--- config.mk ---
export PLATFORM = sky130hd
export DESIGN_NAME = serial_subtractor_ctrl
export DESIGN_NICKNAME = d
export VERILOG_FILES = /design/src/rtl/serial_subtractor_ctrl_pkg.sv /design/src/rtl/serial_subtractor_ctrl_fullsubtractor_sf.sv /design/src/rtl/serial_subtractor_ctrl.sv
export SDC_FILE = /design/constraint.sdc
export NUM_CORES = 1
export LEC_CHECK = 0
export CAP_MARGIN = 20
export CORE_MARGIN = 10
export CORE_UTILIZATION = 30
export DETAILED_ROUTE_END_ITERATION = 8
export SLEW_MARGIN = 0
export SYNTH_ARGS = -nofsm -noshare
export SYNTH_HDL_FRONTEND = slang
export SYNTH_HIERARCHICAL = 1
export SYNTH_SLANG_ARGS = --single-unit
--- constraint.sdc ---
create_clock -name clk -period 2.4 [get_ports clk]
set_clock_uncertainty 0.2 [all_clocks]
set_input_delay 0.48 -clock clk [delete_from_list [all_inputs] [get_ports clk]]
set_output_delay 0.48 -clock clk [all_outputs]
set_load 0.02 [all_outputs]
--- src/rtl/serial_subtractor_ctrl_pkg.sv ---
// Shared definitions for the bit-serial subtractor: controller state encodings and width limit.
package serial_subtractor_ctrl_pkg;

  localparam int SERSUB_WIDTH_MAX = 32;

  typedef enum logic [1:0] {
    SS_IDLE  = 2'd0,
    SS_SHIFT = 2'd1,
    SS_DONE  = 2'd2
  } ss_state_e;

endpackage

--- src/rtl/serial_subtractor_ctrl_fullsubtractor_sf.sv ---
// Single-bit full subtractor cell: d = a - b - bin, bout set when the bit borrows.
module fullsubtractor_sf (
  output logic d,
  output logic bout,
  input  logic a,
  input  logic b,
  input  logic bin
);

  always_comb begin
    d    = a ^ b ^ bin;
    bout = (~a & b) | (~(a ^ b) & bin);
  end

endmodule

--- src/rtl/serial_subtractor_ctrl.sv ---
// Bit-serial WIDTH-bit unsigned subtractor, LSB first, one bit per clock through one cell.
// Build option: define SERSUB_SAT_EN to clamp diff to 0 when the result borrows.
module serial_subtractor_ctrl
  import serial_subtractor_ctrl_pkg::*;
#(
  parameter int WIDTH = 8
) (
  input  logic             clk,
  input  logic             rst_n,
  input  logic             start,
  input  logic [WIDTH-1:0] a,
  input  logic [WIDTH-1:0] b,
  output logic             busy,
  output logic             done,
  output logic [WIDTH-1:0] diff,
  output logic             borrow
);

  localparam int CNT_W = $clog2(WIDTH + 1);
  localparam logic [CNT_W-1:0] CNT_LAST = CNT_W'(WIDTH - 1);

  ss_state_e        state_q, state_d;
  logic [WIDTH-1:0] a_sh_q, a_sh_d;
  logic [WIDTH-1:0] b_sh_q, b_sh_d;
  logic [WIDTH-1:0] res_q, res_d;
  logic [WIDTH-1:0] diff_q, diff_d;
  logic [CNT_W-1:0] cnt_q, cnt_d;
  logic             brw_q, brw_d;
  logic             borrow_q, borrow_d;
  logic [WIDTH-1:0] res_shift;
  logic             cell_d, cell_bout;

`ifdef SERSUB_SAT_EN
  function automatic logic [WIDTH-1:0] sat_unsigned(input logic [WIDTH-1:0] raw,
                                                    input logic             neg);
    return neg ? '0 : raw;
  endfunction
`endif

  fullsubtractor_sf u_cell (
    .d    (cell_d),
    .bout (cell_bout),
    .a    (a_sh_q[0]),
    .b    (b_sh_q[0]),
    .bin  (brw_q)
  );

  always_comb begin
    state_d   = state_q;
    a_sh_d    = a_sh_q;
    b_sh_d    = b_sh_q;
    res_d     = res_q;
    diff_d    = diff_q;
    cnt_d     = cnt_q;
    brw_d     = brw_q;
    borrow_d  = borrow_q;
    res_shift = res_q >> 1;
    res_shift[WIDTH-1] = cell_d;

    case (state_q)
      SS_SHIFT: begin
        a_sh_d = a_sh_q >> 1;
        b_sh_d = b_sh_q >> 1;
        res_d  = res_shift;
        brw_d  = cell_bout;
        cnt_d  = cnt_q + CNT_W'(1);
        if (cnt_q == CNT_LAST) begin
          state_d  = SS_DONE;
          borrow_d = cell_bout;
`ifdef SERSUB_SAT_EN
          diff_d   = sat_unsigned(res_shift, cell_bout);
`else
          diff_d   = res_shift;
`endif
        end
      end
      SS_IDLE, SS_DONE: begin
        // DONE accepts a new start directly so back-to-back ops skip IDLE
        if (start) begin
          state_d = SS_SHIFT;
          a_sh_d  = a;
          b_sh_d  = b;
          res_d   = '0;
          brw_d   = 1'b0;
          cnt_d   = '0;
        end else begin
          state_d = SS_IDLE;
        end
      end
      default: state_d = SS_IDLE;
    endcase
  end

  always_ff @(posedge clk or negedge rst_n) begin
    if (!rst_n) begin
      state_q  <= SS_IDLE;
      a_sh_q   <= '0;
      b_sh_q   <= '0;
      res_q    <= '0;
      diff_q   <= '0;
      cnt_q    <= '0;
      brw_q    <= 1'b0;
      borrow_q <= 1'b0;
    end else begin
      state_q  <= state_d;
      a_sh_q   <= a_sh_d;
      b_sh_q   <= b_sh_d;
      res_q    <= res_d;
      diff_q   <= diff_d;
      cnt_q    <= cnt_d;
      brw_q    <= brw_d;
      borrow_q <= borrow_d;
    end
  end

  assign busy   = (state_q == SS_SHIFT);
  assign done   = (state_q == SS_DONE);
  assign diff   = diff_q;
  assign borrow = borrow_q;

endmodule
==> key figures, run 1 <==
GRT
  – First-pass GRT wire length: 6220 um
  – GRT overflow: 0
  – Global-route usage over all layers: 0.0885
  – Initial antenna violation count: 0
  – Largest net degree at the start of global routing: 40
  – Vias in the first global route: 1240

CTS
  – CTS Buf Count: 5
  – Setup Fix Bufs, Post-CTS: 0
  – PostCTS Resize Cnt: 0
  – Clk_lat worst skew: 0.29 ns
  – TritonCTS clock tree: yes
  – Worst-case clock buffer depth: 2
  – Sink Count: 39
  – H-tree levels: 2
  – Worst-path clk slew: 0.07 ns
  – CTS root buffer: clkbuf_8
  – Hold-fix buffers at CTS: 0

Finish
  – FILL cells: 535
  – # diodes: 0
  – Fin util: 0.402
  – Footprint of the multi-input gates: 657 um2
  – Share of cells above drive strength 1: 0.139
  – Most frequent cells in the layout: dfrtp_1 (39), clkdlybuf4s50_1 (29), o21ai_0 (18)
  – Sequential standard cell area: 976 um2
  – Commonest non-fill, non-tap cell in the layout: dfrtp_1
  – Area Overhead vs Synth: 30.1%
  – Final #Nets: 193

Worst hold path
  – HP Class: reg2reg

Logic synthesis
  – Cell Area, Synth: 0.00170 mm2
  – Syn nets: 160
  – Number of synthesized register bits: 39
  – Syn Inst Count: 139
  – Ys flop type: dfrtp_1
  – Count of cell types in the netlist: 23
  – Register area share after synthesis: 0.574
  – Mapped Avg Cell Area: 12.2 um2
  – FFs w/ async S/R, synth: 1.00
  – Number of synthesized flops with an enable pin: 0
  – Yosys Warn Count: 6

Timing
  – Hold Fails Final Rpt: 0
  – Min Hold Slack: 0.304 ns
  – Finish-stage setup viols: 0
  – Unrepaired setup endpoints after global routing: false
  – Peak Freq: 444 MHz
  – Fin. max-slew vios: 0
  – Relative slew slack: 0.674
  – Setup_tns: 0 ns
  – Final Critical Period: 2.25 ns
  – Worst Tran Pin Value: 0.488 ns
  – Final cycle utilization of the critical path: 0.938

Worst setup path
  – Arr. time, crit path: 1.57 ns
  – Required time of the critical path: 1.72 ns
  – CP max FO: 6
  – Endpoint type of the worst setup path: output port
  – Critical path launch point type: flip-flop
  – Kind of critical path: reg2out

Place
  – DP HPWL: 2620 um
  – Final GP Congestion: 0.723
  – PortBufs: 29

Power and ir drop
  – Sequential share of power: 0.387
  – Psw: 1.02 mW
  – P per Cell Area: 1350 mW/mm2
  – Sw Ratio: 0.342
  – Internal: 1.97 mW
  – Combinational share of power: 0.399
  – Clock power frac: 0.214
  – P_leak: 0.995 nW
  – Peak VDD IR: 0.526 mV

Routing
  – Via Count: 1172
  – DRT iter0 DRCs: 46
  – 1st-pass router iterations: 4
  – # DRC: 0
  – Routed vias/inst: 4.78
  – DRT antenna net count: 0
  – Routed wire length: 3640 um
  – Routed len/inst: 14.8 um

Floorplan
  – Total die area: 0.00908 mm2
  – Die span in y: 95.3 um
  – Die Width: 95.3 um
  – Row count: 27
  – Initial core utilization: 0.309
  – I/O pin count: 30
  – Core box area: 0.00551 mm2

Outcome
  – Outcome: complete, no violations

Run
  – Maxcap violations: 0
registers in the layout (all words and copies together) (netlist names):
signal	flops
a_sh_q	8
b_sh_q	8
borrow	1
brw_q	1
cnt_q	4
diff	8
res_q	7
state_q	2
cell usage after synthesis, drive strengths merged, types with 2 or more instances:
library cell,number,share of area
inv,4,0.0088
nand3,17,0.050
mux2i,16,0.094
buf,6,0.023
mux2,9,0.060
nand2b,3,0.011
dfrtp,39,0.57
a22o,10,0.051
clkbuf,4,0.0088
nand2,2,0.0044
o21ai,18,0.053
xnor2,2,0.010
through the flow:
| step | area [um2] | setup slack, ns | std cells | power (mW) |
|---|---|---|---|---|
| floorplan | 1700 | 0.694 | 139 | 1.96 |
| global placement | 2080 | 0.472 | 237 | 2.33 |
| detailed placement | 2080 | 0.434 | 237 | 2.38 |
| CTS | 2210 | 0.126 | 245 | 3.04 |
| global route | 2210 | 0.0407 | 245 | 3.23 |
| finish | 2210 | 0.148 | 245 | 3.00 |
final cells by class:
cell class,instances,area share
clock buffer,6,0.0328
clock inverter,2,0.0271
inverter,4,0.00678
tap,72,0.0407
multi-input combinational,86,0.297
sequential,39,0.441
timing repair buffer,36,0.155
layer usage:
layer  track usage  share of wire
met5             0              0
met4        0.0449          0.020
met3        0.0306          0.049
met2         0.140           0.50
met1         0.105           0.43
cells by family after synthesis:
logic type	share of synthesized area
adder cells (fa/ha/maj)	0.0191
AO/OA/AOI/OAI	0.109
flip-flops	0.574
multiplexers	0.154
buffers and inverters	0.0404
XOR/XNOR	0.0103
AND/OR/NAND/NOR	0.0941
worst max-delay path, stage by stage, from the launching register on:
cell and delay [ns]:
dfrtp_1 0.42, nand2b_1 0.17, inv_1 0.08, clkdlybuf4s50_1 0.61
power groups by stage:
stage | clock [mW] | combinational (mW) | sequential, mW
after floorplan | 0 | 0.752 | 1.21
after global placement | 0 | 1.18 | 1.15
after detailed placement | 0 | 1.21 | 1.17
after CTS | 0.656 | 1.22 | 1.16
after global routing | 0.689 | 1.33 | 1.20
final | 0.642 | 1.20 | 1.16
final timing paths:
kind / startpoint / end / slack [ns] / depth (start not counted)
max: state_q[1] / busy / 0.15 / 3
min: res_q[1] / res_q[1] / 0.30 / 1
max reg2reg: state_q[1] / diff[0] / 0.44 / 4
min reg2reg: res_q[1] / res_q[1] / 0.30 / 1
max in group asynchronous: rst_n / res_q[2] / 1.25 / 2
min in group asynchronous: rst_n / a_sh_q[5] / 0.41 / 2
Power figures use the tool's default switching activity.
==> run 2: changes to the inputs <==
--- a/config.mk
+++ b/config.mk
@@ -9,6 +9,7 @@
 export CORE_MARGIN = 10
 export CORE_UTILIZATION = 30
 export DETAILED_ROUTE_END_ITERATION = 8
+export RECOVER_POWER = 100
 export SLEW_MARGIN = 0
 export SYNTH_ARGS = -nofsm -noshare
 export SYNTH_HDL_FRONTEND = slang
==> key figures, run 2 (synthesized netlist as in run 1, its figures left out) <==
Worst setup path
  – Reg-to-Reg End: diff[0]
  – Worst path slowest cell: clkdlybuf4s50_1
  – Kind of critical path: reg2out
  – FF-to-FF path depth: 4
  – Critical path launch point type: flip-flop
  – Endpoint type of the worst setup path: output port
  – CP max FO: 6
  – Crit Reg-Reg Startpoint: state_q[1]
  – Worst path max stage delay: 0.61 ns
  – Arr. time, crit path: 1.57 ns
  – Critical path buffers and inverters: 2
  – CP Cell Sequence: nand2b_1 > inv_1 > clkdlybuf4s50_1
  – Required time of the critical path: 1.72 ns
  – R2R Setup Slk: 0.19 ns
  – Largest delay share family, worst path: buffers and inverters

Finish
  – Design area: 0.00219 mm2
  – Commonest non-fill, non-tap cell in the layout: dfrtp_1
  – Most frequent cells in the layout: dfrtp_1 (39), o21ai_0 (18), nand3_1 (17), clkdlybuf4s50_1 (17), mux2i_1 (16)
  – Share of cells above drive strength 1: 0.127
  – Area Overhead vs Synth: 28.7%
  – FILL cells: 542
  – Final #Nets: 193
  – Fin util: 0.398
  – # diodes: 0

CTS
  – Hold-fix buffers at CTS: 0
  – CTS Buf Count: 5
  – Worst-case clock buffer depth: 2
  – Sink Count: 39
  – Clk_lat worst skew: 0.29 ns
  – H-tree levels: 2
  – CTS root buffer: clkbuf_8
  – TritonCTS clock tree: yes
  – Worst-path clk slew: 0.07 ns
  – PostCTS Resize Cnt: 0
  – Setup Fix Bufs, Post-CTS: 0

Floorplan
  – Die span in y: 95.3 um
  – Total die area: 0.00908 mm2
  – Core box area: 0.00551 mm2
  – Initial core utilization: 0.309
  – Die Width: 95.3 um
  – Row count: 27
  – I/O pin count: 30

Power and ir drop
  – Peak VDD IR: 0.511 mV
  – Internal: 1.92 mW
  – Clock power frac: 0.219
  – Sw Ratio: 0.344
  – Psw: 1.01 mW
  – Total power: 2.93 mW
  – Combinational share of power: 0.389
  – P per Cell Area: 1340 mW/mm2
  – P_leak: 1.00 nW
  – Sequential share of power: 0.392

Worst hold path
  – HP Start: res_q[1]
  – HP Class: reg2reg
  – Hold path endpoint: res_q[1]
  – WHS Path Cells: 1

Routing
  – # DRC: 0
  – Via Count: 1166
  – DRT iter0 DRCs: 49
  – Routed len/inst: 14.9 um
  – Routed vias/inst: 4.76
  – DRT antenna net count: 0
  – Routed wire length: 3640 um
  – 1st-pass router iterations: 4

Timing
  – Final cycle utilization of the critical path: 0.935
  – Relative slew slack: 0.373
  – Fin. max-slew vios: 0
  – Unrepaired setup endpoints after global routing: false
  – Hold Fails Final Rpt: 0
  – Finish-stage setup viols: 0
  – Final Critical Period: 2.25 ns
  – Worst Tran Pin Value: 0.941 ns
  – Peak Freq: 445 MHz
  – Min Hold Slack: 0.304 ns
  – Setup_tns: 0 ns

GRT
  – Largest net degree at the start of global routing: 40
  – GRT overflow: 0
  – First-pass GRT wire length: 6220 um
  – Global-route usage over all layers: 0.0885
  – Initial antenna violation count: 0
  – Vias in the first global route: 1240

Place
  – Area after DPL: 0.00208 mm2
  – DP HPWL: 2620 um
  – Final GP Congestion: 0.723
  – PortBufs: 29

Outcome
  – Outcome: complete, no violations

Run
  – Maxcap violations: 0
[run 2: cell count changes in the layout (fill, tap and decap cells not counted)]
cell | previous run | this run
nor3_4 | 1 | 0
clkbuf_1 | 1 | 3
buf_4 | 7 | 1
and2_0 | 0 | 1
nor3_2 | 0 | 1
and2_1 | 1 | 0
buf_2 | 0 | 1
clkbuf_2 | 0 | 3
dlygate4sd3_1 | 0 | 12
clkdlybuf4s50_1 | 29 | 17
[run 2: power by group through the flow]
stage / clock [mW] / sequential (mW) / combinational (mW)
after floorplan: 0 / 1.21 / 0.752
after global placement: 0 / 1.15 / 1.18
after detailed placement: 0 / 1.17 / 1.21
after CTS: 0.656 / 1.16 / 1.22
after global routing: 0.689 / 1.20 / 1.28
final: 0.642 / 1.15 / 1.14
[run 2: worst max path at each step]
stage,slack [ns],end,startpoint,cells past startpoint
2_1_floorplan,0.69,borrow,state_q[1],4
3_5_place_dp,0.43,diff[0],state_q[1],4
4_1_cts,0.13,busy,state_q[1],3
6_report,0.15,busy,state_q[1],3
5_1_grt,0.05,busy,state_q[1],3
3_3_place_gp,0.47,busy,state_q[1],3
[run 2: layout make-up]
cell class / count / area, um2 / area share
clock buffers: 6 / 72.6 / 0.0331
inverters: 4 / 15.0 / 0.00686
multi-input cells: 86 / 651 / 0.297
well taps: 72 / 90.1 / 0.0411
repair buffers: 36 / 325 / 0.149
flip-flops and latches: 39 / 976 / 0.446
clock inverters: 2 / 60.1 / 0.0274
[run 2: metal layers]
metal / global-route usage / vias up / wire length [um]
li1: - / 562 / -
met1: 0.105 / 571 / 1570
met2: 0.140 / 26 / 1810
met3: 0.0306 / 7 / 181
met4: 0.0449 / 0 / 73
met5: 0 / - / 0
[run 2: metrics by stage]
step	setup slack, ns	cells
2_1_floorplan	0.694	139
3_3_place_gp	0.472	237
3_5_place_dp	0.434	237
4_1_cts	0.126	245
5_1_grt	0.0464	245
6_report	0.155	245
==> run 3: changes to the inputs <==
--- a/config.mk
+++ b/config.mk
@@ -10,8 +10,9 @@
 export CORE_UTILIZATION = 30
 export DETAILED_ROUTE_END_ITERATION = 8
 export RECOVER_POWER = 100
-export SLEW_MARGIN = 0
+export SLEW_MARGIN = 20
 export SYNTH_ARGS = -nofsm -noshare
 export SYNTH_HDL_FRONTEND = slang
 export SYNTH_HIERARCHICAL = 1
 export SYNTH_SLANG_ARGS = --single-unit
+export TNS_END_PERCENT = 5
==> results of run 3 <==
No change in the layout: final DEF, timing and power equal those of run 2.
